File: src/rtl/kcuart_pkg.sv
// Shared constants for the compact UART.
// Provides the RX buffer address width and the character-timeout sizing
// (characters x 10 bits x 16 oversample).
package kcuart_pkg;

  localparam int unsigned KCUART_RXBUF_ADDR_W  = 4;
  localparam int unsigned KCUART_TMO_CHARS     = 4;
  localparam int unsigned KCUART_BITS_PER_CHAR = 10;
  localparam int unsigned KCUART_OVERSAMPLE    = 16;
  localparam int unsigned KCUART_TIMEOUT_TICKS =
    KCUART_TMO_CHARS * KCUART_BITS_PER_CHAR * KCUART_OVERSAMPLE;

endpackage

File: src/rtl/kcuart_rx_buf_if.sv
// Host/receiver-facing bundle of the RX character buffer.
// slave : used by kcuart_rx_buf (inputs *_i, outputs *_o)
// master: used by the driver (receiver strobe + host register side)
interface kcuart_rx_buf_if #(
  parameter int unsigned ADDR_W = kcuart_pkg::KCUART_RXBUF_ADDR_W
);
  logic              en_16x_baud_i;
  logic [7:0]        data_in_i;
  logic              data_strobe_i;
  logic              rd_en_i;
  logic              clear_i;
  logic [7:0]        data_o;
  logic              empty_o;
  logic              full_o;
  logic              half_full_o;
  logic [ADDR_W:0]   count_o;
  logic              overflow_o;
  logic              timeout_o;

  modport slave (
    input  en_16x_baud_i, data_in_i, data_strobe_i, rd_en_i, clear_i,
    output data_o, empty_o, full_o, half_full_o, count_o, overflow_o, timeout_o
  );

  modport master (
    output en_16x_baud_i, data_in_i, data_strobe_i, rd_en_i, clear_i,
    input  data_o, empty_o, full_o, half_full_o, count_o, overflow_o, timeout_o
  );
endinterface

File: src/rtl/kcuart_sync_fifo.sv
// Generic first-word-fall-through synchronous FIFO with sticky overflow.
// Ports: clear_i (sync flush, highest priority), wr_i/wr_data_i (push),
// rd_i (pop head), rd_data_o (registered head, 0 when empty), empty_o,
// full_o, count_o, overflow_o (sticky, write while full without pop),
// count_nxt_c_o / wr_fire_c_o / rd_fire_c_o (combinational, for wrappers).
module kcuart_sync_fifo #(
  parameter int unsigned ADDR_W = 4,
  parameter int unsigned DATA_W = 8
) (
  input  logic              clk,
  input  logic              rst_n,
  input  logic              clear_i,
  input  logic              wr_i,
  input  logic [DATA_W-1:0] wr_data_i,
  input  logic              rd_i,
  output logic [DATA_W-1:0] rd_data_o,
  output logic              empty_o,
  output logic              full_o,
  output logic [ADDR_W:0]   count_o,
  output logic              overflow_o,
  output logic [ADDR_W:0]   count_nxt_c_o,
  output logic              wr_fire_c_o,
  output logic              rd_fire_c_o
);
  localparam int unsigned DEPTH = 1 << ADDR_W;
  localparam int unsigned CNT_W = ADDR_W + 1;

  logic [DATA_W-1:0] mem_q [DEPTH];
  logic [ADDR_W-1:0] wr_ptr_q, wr_ptr_d, rd_ptr_q, rd_ptr_d;
  logic [CNT_W-1:0]  count_q, count_d;
  logic [DATA_W-1:0] head_q, head_d;
  logic              empty_q, empty_d, full_q, full_d, ovf_q, ovf_d;
  logic              wr_fire, rd_fire;

  // Accept/next-state logic; a pop frees the slot a same-cycle push needs.
  always_comb begin
    rd_fire  = rd_i && !empty_q && !clear_i;
    wr_fire  = wr_i && !clear_i && (!full_q || rd_fire);
    wr_ptr_d = wr_fire ? wr_ptr_q + ADDR_W'(1) : wr_ptr_q;
    rd_ptr_d = rd_fire ? rd_ptr_q + ADDR_W'(1) : rd_ptr_q;
    count_d  = count_q;
    if (wr_fire && !rd_fire)      count_d = count_q + CNT_W'(1);
    else if (rd_fire && !wr_fire) count_d = count_q - CNT_W'(1);
    ovf_d = ovf_q || (wr_i && !clear_i && full_q && !rd_fire);
    if (clear_i) begin
      wr_ptr_d = '0;
      rd_ptr_d = '0;
      count_d  = '0;
      ovf_d    = 1'b0;
    end
    empty_d = (count_d == '0);
    full_d  = (count_d == CNT_W'(DEPTH));
    // Head register: the incoming byte becomes head when it lands at rd_ptr_d.
    if (empty_d)                             head_d = '0;
    else if (wr_fire && rd_ptr_d == wr_ptr_q) head_d = wr_data_i;
    else                                     head_d = mem_q[rd_ptr_d];
  end

  always_ff @(posedge clk or negedge rst_n) begin
    if (!rst_n) begin
      wr_ptr_q <= '0;
      rd_ptr_q <= '0;
      count_q  <= '0;
      head_q   <= '0;
      empty_q  <= 1'b1;
      full_q   <= 1'b0;
      ovf_q    <= 1'b0;
    end else begin
      wr_ptr_q <= wr_ptr_d;
      rd_ptr_q <= rd_ptr_d;
      count_q  <= count_d;
      head_q   <= head_d;
      empty_q  <= empty_d;
      full_q   <= full_d;
      ovf_q    <= ovf_d;
    end
  end

  // Storage array is intentionally not reset.
  always_ff @(posedge clk) begin
    if (wr_fire) mem_q[wr_ptr_q] <= wr_data_i;
  end

  assign rd_data_o     = head_q;
  assign empty_o       = empty_q;
  assign full_o        = full_q;
  assign count_o       = count_q;
  assign overflow_o    = ovf_q;
  assign count_nxt_c_o = count_d;
  assign wr_fire_c_o   = wr_fire;
  assign rd_fire_c_o   = rd_fire;
endmodule

File: src/rtl/kcuart_rx_buf.sv
// Receive character buffer for the compact UART: 16-deep FWFT FIFO plus
// half-full flag and 16550-style character timeout.
// Ports: clk, rst_n (async active-low), bus (kcuart_rx_buf_if.slave):
// receiver strobe/data, host pop/clear, head data, occupancy flags,
// sticky overflow and timeout.
module kcuart_rx_buf
  import kcuart_pkg::*;
#(
  parameter int unsigned ADDR_W        = KCUART_RXBUF_ADDR_W,
  parameter int unsigned TIMEOUT_TICKS = KCUART_TIMEOUT_TICKS,
  parameter int unsigned TMO_W         = 16
) (
  input  logic           clk,
  input  logic           rst_n,
  kcuart_rx_buf_if.slave bus
);
  localparam int unsigned   DEPTH    = 1 << ADDR_W;
  localparam int unsigned   CNT_W    = ADDR_W + 1;
  localparam logic [TMO_W-1:0] TMO_LAST = TMO_W'(TIMEOUT_TICKS - 1);

  logic [CNT_W-1:0] count, count_nxt;
  logic             empty, wr_fire, rd_fire;
  logic             half_q, half_d, timeout_q, timeout_d;
  logic [TMO_W-1:0] tmo_cnt_q, tmo_cnt_d;

  kcuart_sync_fifo #(.ADDR_W(ADDR_W), .DATA_W(8)) u_fifo (
    .clk           (clk),
    .rst_n         (rst_n),
    .clear_i       (bus.clear_i),
    .wr_i          (bus.data_strobe_i),
    .wr_data_i     (bus.data_in_i),
    .rd_i          (bus.rd_en_i),
    .rd_data_o     (bus.data_o),
    .empty_o       (empty),
    .full_o        (bus.full_o),
    .count_o       (count),
    .overflow_o    (bus.overflow_o),
    .count_nxt_c_o (count_nxt),
    .wr_fire_c_o   (wr_fire),
    .rd_fire_c_o   (rd_fire)
  );

  // Character timeout: counts baud ticks while data sits untouched.
  always_comb begin
    tmo_cnt_d = tmo_cnt_q;
    timeout_d = timeout_q;
    half_d    = (count_nxt >= CNT_W'(DEPTH / 2));
    if (bus.clear_i || wr_fire || rd_fire) begin
      tmo_cnt_d = '0;
      timeout_d = 1'b0;
    end else if (empty) begin
      tmo_cnt_d = '0;
    end else if (bus.en_16x_baud_i && !timeout_q) begin
      if (tmo_cnt_q == TMO_LAST) timeout_d = 1'b1;
      else                       tmo_cnt_d = tmo_cnt_q + TMO_W'(1);
    end
  end

  always_ff @(posedge clk or negedge rst_n) begin
    if (!rst_n) begin
      tmo_cnt_q <= '0;
      timeout_q <= 1'b0;
      half_q    <= 1'b0;
    end else begin
      tmo_cnt_q <= tmo_cnt_d;
      timeout_q <= timeout_d;
      half_q    <= half_d;
    end
  end

  assign bus.empty_o     = empty;
  assign bus.count_o     = count;
  assign bus.half_full_o = half_q;
  assign bus.timeout_o   = timeout_q;
endmodule

File: src/flat_wrapper.sv
// flat-port wrapper written by rule: the top's interface ports become plain ports
module kcuart_rx_buf_flat import kcuart_pkg::*;
#(
  parameter int unsigned ADDR_W        = KCUART_RXBUF_ADDR_W,
  parameter int unsigned TIMEOUT_TICKS = KCUART_TIMEOUT_TICKS,
  parameter int unsigned TMO_W         = 16
)
  (clk, rst_n, bus_en_16x_baud_i, bus_data_in_i, bus_data_strobe_i, bus_rd_en_i, bus_clear_i, bus_data_o, bus_empty_o, bus_full_o, bus_half_full_o, bus_count_o, bus_overflow_o, bus_timeout_o);
  kcuart_rx_buf_if #(.ADDR_W(ADDR_W)) bus_i ();
  input  logic clk;
  input  logic rst_n;
  input wire logic [$bits(bus_i.en_16x_baud_i)-1:0] bus_en_16x_baud_i;
  input wire logic [$bits(bus_i.data_in_i)-1:0] bus_data_in_i;
  input wire logic [$bits(bus_i.data_strobe_i)-1:0] bus_data_strobe_i;
  input wire logic [$bits(bus_i.rd_en_i)-1:0] bus_rd_en_i;
  input wire logic [$bits(bus_i.clear_i)-1:0] bus_clear_i;
  output wire logic [$bits(bus_i.data_o)-1:0] bus_data_o;
  output wire logic [$bits(bus_i.empty_o)-1:0] bus_empty_o;
  output wire logic [$bits(bus_i.full_o)-1:0] bus_full_o;
  output wire logic [$bits(bus_i.half_full_o)-1:0] bus_half_full_o;
  output wire logic [$bits(bus_i.count_o)-1:0] bus_count_o;
  output wire logic [$bits(bus_i.overflow_o)-1:0] bus_overflow_o;
  output wire logic [$bits(bus_i.timeout_o)-1:0] bus_timeout_o;
  assign bus_i.en_16x_baud_i = bus_en_16x_baud_i;
  assign bus_i.data_in_i = bus_data_in_i;
  assign bus_i.data_strobe_i = bus_data_strobe_i;
  assign bus_i.rd_en_i = bus_rd_en_i;
  assign bus_i.clear_i = bus_clear_i;
  assign bus_data_o = bus_i.data_o;
  assign bus_empty_o = bus_i.empty_o;
  assign bus_full_o = bus_i.full_o;
  assign bus_half_full_o = bus_i.half_full_o;
  assign bus_count_o = bus_i.count_o;
  assign bus_overflow_o = bus_i.overflow_o;
  assign bus_timeout_o = bus_i.timeout_o;
  kcuart_rx_buf #(.ADDR_W(ADDR_W), .TIMEOUT_TICKS(TIMEOUT_TICKS), .TMO_W(TMO_W)) u_core (.clk(clk), .rst_n(rst_n), .bus(bus_i));
endmodule
File: config.mk
export PLATFORM = sky130hd
export DESIGN_NAME = kcuart_rx_buf_flat
export DESIGN_NICKNAME = d
export VERILOG_FILES = /design/src/rtl/kcuart_pkg.sv /design/src/rtl/kcuart_rx_buf_if.sv /design/src/rtl/kcuart_sync_fifo.sv /design/src/rtl/kcuart_rx_buf.sv /design/src/flat_wrapper.sv
export SDC_FILE = /design/constraint.sdc
export NUM_CORES = 1
export LEC_CHECK = 0
export ABC_AREA = 1
export CORE_ASPECT_RATIO = 1.1
export CORE_MARGIN = 2
export CORE_UTILIZATION = 65
export DETAILED_ROUTE_END_ITERATION = 12
export PLACE_DENSITY = 0.87
export SLEW_MARGIN = 5
export SYNTH_ARGS = -nofsm -noshare
export SYNTH_HDL_FRONTEND = slang
export SYNTH_SLANG_ARGS = --single-unit
File: constraint.sdc
create_clock -name clk -period 3.1 [get_ports clk]
set_clock_uncertainty 0.15 [all_clocks]
set_input_delay 0.31 -clock clk [delete_from_list [all_inputs] [get_ports clk]]
set_output_delay 0.31 -clock clk [all_outputs]
set_load 0.005 [all_outputs]
==> reports/metrics.yaml <==
grt:
  met1_usage_pct: 41.96
  grt.total_usage_pct: 32.56
  busiest_layer: "met2"
  grt_pass1_wl_um: 31570
  antenna_found_initial: 0
  grt_max_degree: 67
  met2_usage_pct: 52.95
  grt_remaining_overflow: 0
  first_global_vias: 6049
  grt_util_met3_pct: 7.768
placed_design:
  dpl-instance-area_um2: 8391
  routabilityCongestion: 0.9940
  port_buffers: 31
  detailed_place_hpwl_um: 12760
clocking:
  clockBufferDepth: 2
  path_clk_slew_ns: 0.07
  cts_tree: "done"
  cts_made_buffers: 17
  postCtsSetupRepairBufs: 0
  clockRootBuffer: "clkbuf_16"
  clock-sinks: 170
  insertion_delay_ns: 0.43
  htree_levels: 4
finish:
  seqCellArea_um2: 4896
  area_growth_pct: 13.31
  drive_gt1_share_pct: 10.51
  final_nets: 837
  fin_area_um2: 8956
  multi_input_area_um2: 2514
  antenna_cells: 0
  fillCellCount: 767
floorplan:
  initial_core_util_pct: 66.26
  die_y_um: 119.7
  rows: 42
  boundaryPins: 32
  core_area_um2: 11930
  die_x_um: 109.1
  fp.dieArea_um2: 13060
detailed_routing:
  drc: 0
  drt_pre_antenna_iters: 7
  ant_nets: 0
  viasPerCell: 6.335
  wl_per_cell_um: 20.10
  drt_iter0_markers: 1251
  routed_wl_um: 19740
  num_vias: 6221
sta:
  max_slew.worst_pin.slew_ns: 0.9602
  hold_viol_final: 0
  drv_slew: 0
  rsz0062_at_grt: "no"
  finalSetupViolations: 0
  tns_ns: 0
  max_freq_mhz: 389.5
  fin_crit_sh_pct: 82.82
  slew_headroom_pct: 35.98
  period_needed_ns: 2.567
synth:
  ys_seq_elements: 170
  synth.avg_cell_area_um2: 10.21
  yosysSeqAreaShare_pct: 61.94
  synth.net_count: 796
  synth_cell_type_count: 38
  syn_area_um2: 7904
  ys_warn_count: 0
  syn_inst: 774
worst_setup_path:
  path_class: "register to register"
  crit_required_ns: 3.27
  cp_top_family: "simple AND/OR/NAND/NOR gates"
  worstSetupEndpointType: "register"
  cpPeakStageDelay_ns: 0.46
  critical_path_peak_fanout: 17
  crit_path_top_delay_cell: "nand2_1"
  path_cells: "ha_1 -> nand2_1 -> nor2_1 -> inv_1 -> nor2_1 -> nand3_1 -> nand2_1 -> inv_1 -> nand4_1 -> o21ai_0"
  crit_buf_inv: 2
  cp-start-kind: "register"
  critical_path_arrival_ns: 2.73
pwr:
  pwr_density_cell_nw_per_um2: 617.5
  leakage_uw: 0.003626
  ir_worst_vdd_v: 0.0005416
flow_run:
  cap_violations: 0
min_path:
  holdCritPathClass: "register to register"
run_status:
  status: "completed"
==> power breakdown <==
| group | switching (uW) | internal (uW) |
|---|---|---|
| Sequential | 86.7 | 2540 |
| Clock | 928 | 1050 |
| Combinational | 594 | 328 |
==> worst register-to-register path: stages, from the launching register on <==
cell	delay (ns)
dfrtp_1	0.43
ha_1	0.23
nand2_1	0.08
nor2_1	0.15
inv_1	0.08
nor2_1	0.20
nand3_1	0.15
nand2_1	0.46
inv_1	0.29
nand4_1	0.16
o21ai_0	0.09
==> kinds of logic after synthesis <==
| group | after synthesis | synth area share, % |
|---|---|---|
| fa+ha+maj | 8 | 1.266 |
| buf+inv | 104 | 6.253 |
| compound gates | 38 | 2.913 |
| flops | 170 | 61.94 |
| simple gates | 447 | 26.85 |
| xor+xnor | 7 | 0.7757 |
==> registers in the layout, summed over array words and instances, names as in the netlist <==
| name | flops |
|---|---|
| u_core.bus.half_full_o | 1 |
| u_core.bus.timeout_o | 1 |
| u_core.tmo_cnt_q | 16 |
| u_core.u_fifo.count_o | 5 |
| u_core.u_fifo.empty_o | 1 |
| u_core.u_fifo.full_o | 1 |
| u_core.u_fifo.mem_q | 128 |
| u_core.u_fifo.overflow_o | 1 |
| u_core.u_fifo.rd_data_o | 8 |
| u_core.u_fifo.rd_ptr_q | 4 |
| u_core.u_fifo.wr_ptr_q | 4 |
==> metrics by stage <==
stage | utilization, % | total power (uW) | cells | hold slack [ns] | worst slack [ns]
global route | 75.08 | 5725 | 982 | 0.3860 | 0.2760
finish | 75.08 | 5530 | 982 | 0.3629 | 0.5325
detailed placement | 70.34 | 3563 | 949 | 0.3526 | 0.4616
global placement | 70.34 | 3527 | 949 | 0.3375 | 0.5267
floorplan | - | 3208 | 774 | -0.1356 | 1.106
CTS | 75.08 | 5526 | 982 | 0.3685 | 0.6067
==> Yosys cell counts, drive strengths merged <==
cell type | number | area, um2
nor3 | 10 | 50.05
inv | 68 | 257.8
o22ai | 1 | 6.260
nand2 | 166 | 655.6
ha | 8 | 100.1
nand3 | 202 | 1044
clkinv | 2 | 7.510
nand3b | 8 | 60.06
clkbuf | 2 | 7.510
xnor2 | 1 | 8.760
o21ai | 12 | 60.06
a21boi | 1 | 18.77
edfxtp | 128 | 3844
o31ai | 2 | 15.01
dfstp | 1 | 26.28
nor4 | 1 | 6.260
nor2 | 48 | 210.2
buf | 32 | 221.5
a21oi | 17 | 96.35
dfrtp | 41 | 1026
nand4 | 12 | 96.34
o21a | 2 | 15.01
xor2 | 6 | 52.55
a31oi | 3 | 18.77
==> area by class of cell <==
class / instances / share of cell area (%)
well taps: 154 / 2.151
multi-input cells: 500 / 28.07
flip-flops and latches: 170 / 54.67
repair buffers: 56 / 5.951
clock buffers: 17 / 4.750
inverters: 70 / 2.962
clock inverters: 15 / 1.453
==> cell usage in the layout (no fill, tap or decap), types with 6 or more instances in the layout <==
cell             count
xor2_1               6
clkdlybuf4s50_1     30
nand3b_1             8
nand2_1            159
nor2_1              42
inv_6                7
ha_1                 8
dfrtp_1             41
buf_4               21
nand3_1            197
a21oi_1             16
clkbuf_16           17
nand4_1             10
o21ai_0             10
inv_2                6
edfxtp_1           128
inv_1               61
nor3_1              10
==> repair_timing <==
action,4_1_cts,5_1_grt
hold endpoints to repair,41,0
hold buffers,1,0
gates resized for setup,0,0
==> metal layers <==
layer | part of all wire (%) | routed length (um)
met2 | 49 | 9745
met5 | 0 | 0
met1 | 36 | 7168
met4 | 4.2 | 834
met3 | 10 | 1986
==> path summary, 6_finish.rpt <==
| path | startpoint | to | slack (ns) | depth (start not counted) |
|---|---|---|---|---|
| setup / recovery | u_core.tmo_cnt_q[0] | u_core.tmo_cnt_q[1] | 0.53 | 10 |
| hold / removal | u_core.tmo_cnt_q[3] | u_core.tmo_cnt_q[3] | 0.36 | 1 |
| setup reg to reg | u_core.tmo_cnt_q[0] | u_core.tmo_cnt_q[1] | 0.53 | 10 |
| hold reg to reg | u_core.tmo_cnt_q[3] | u_core.tmo_cnt_q[3] | 0.36 | 1 |
| max in group asynchronous | rst_n | u_core.tmo_cnt_q[11] | 1.79 | 2 |
| min in group asynchronous | rst_n | u_core.u_fifo.overflow_o | 0.41 | 2 |
No activity file was read; power rests on OpenSTA's default activity.
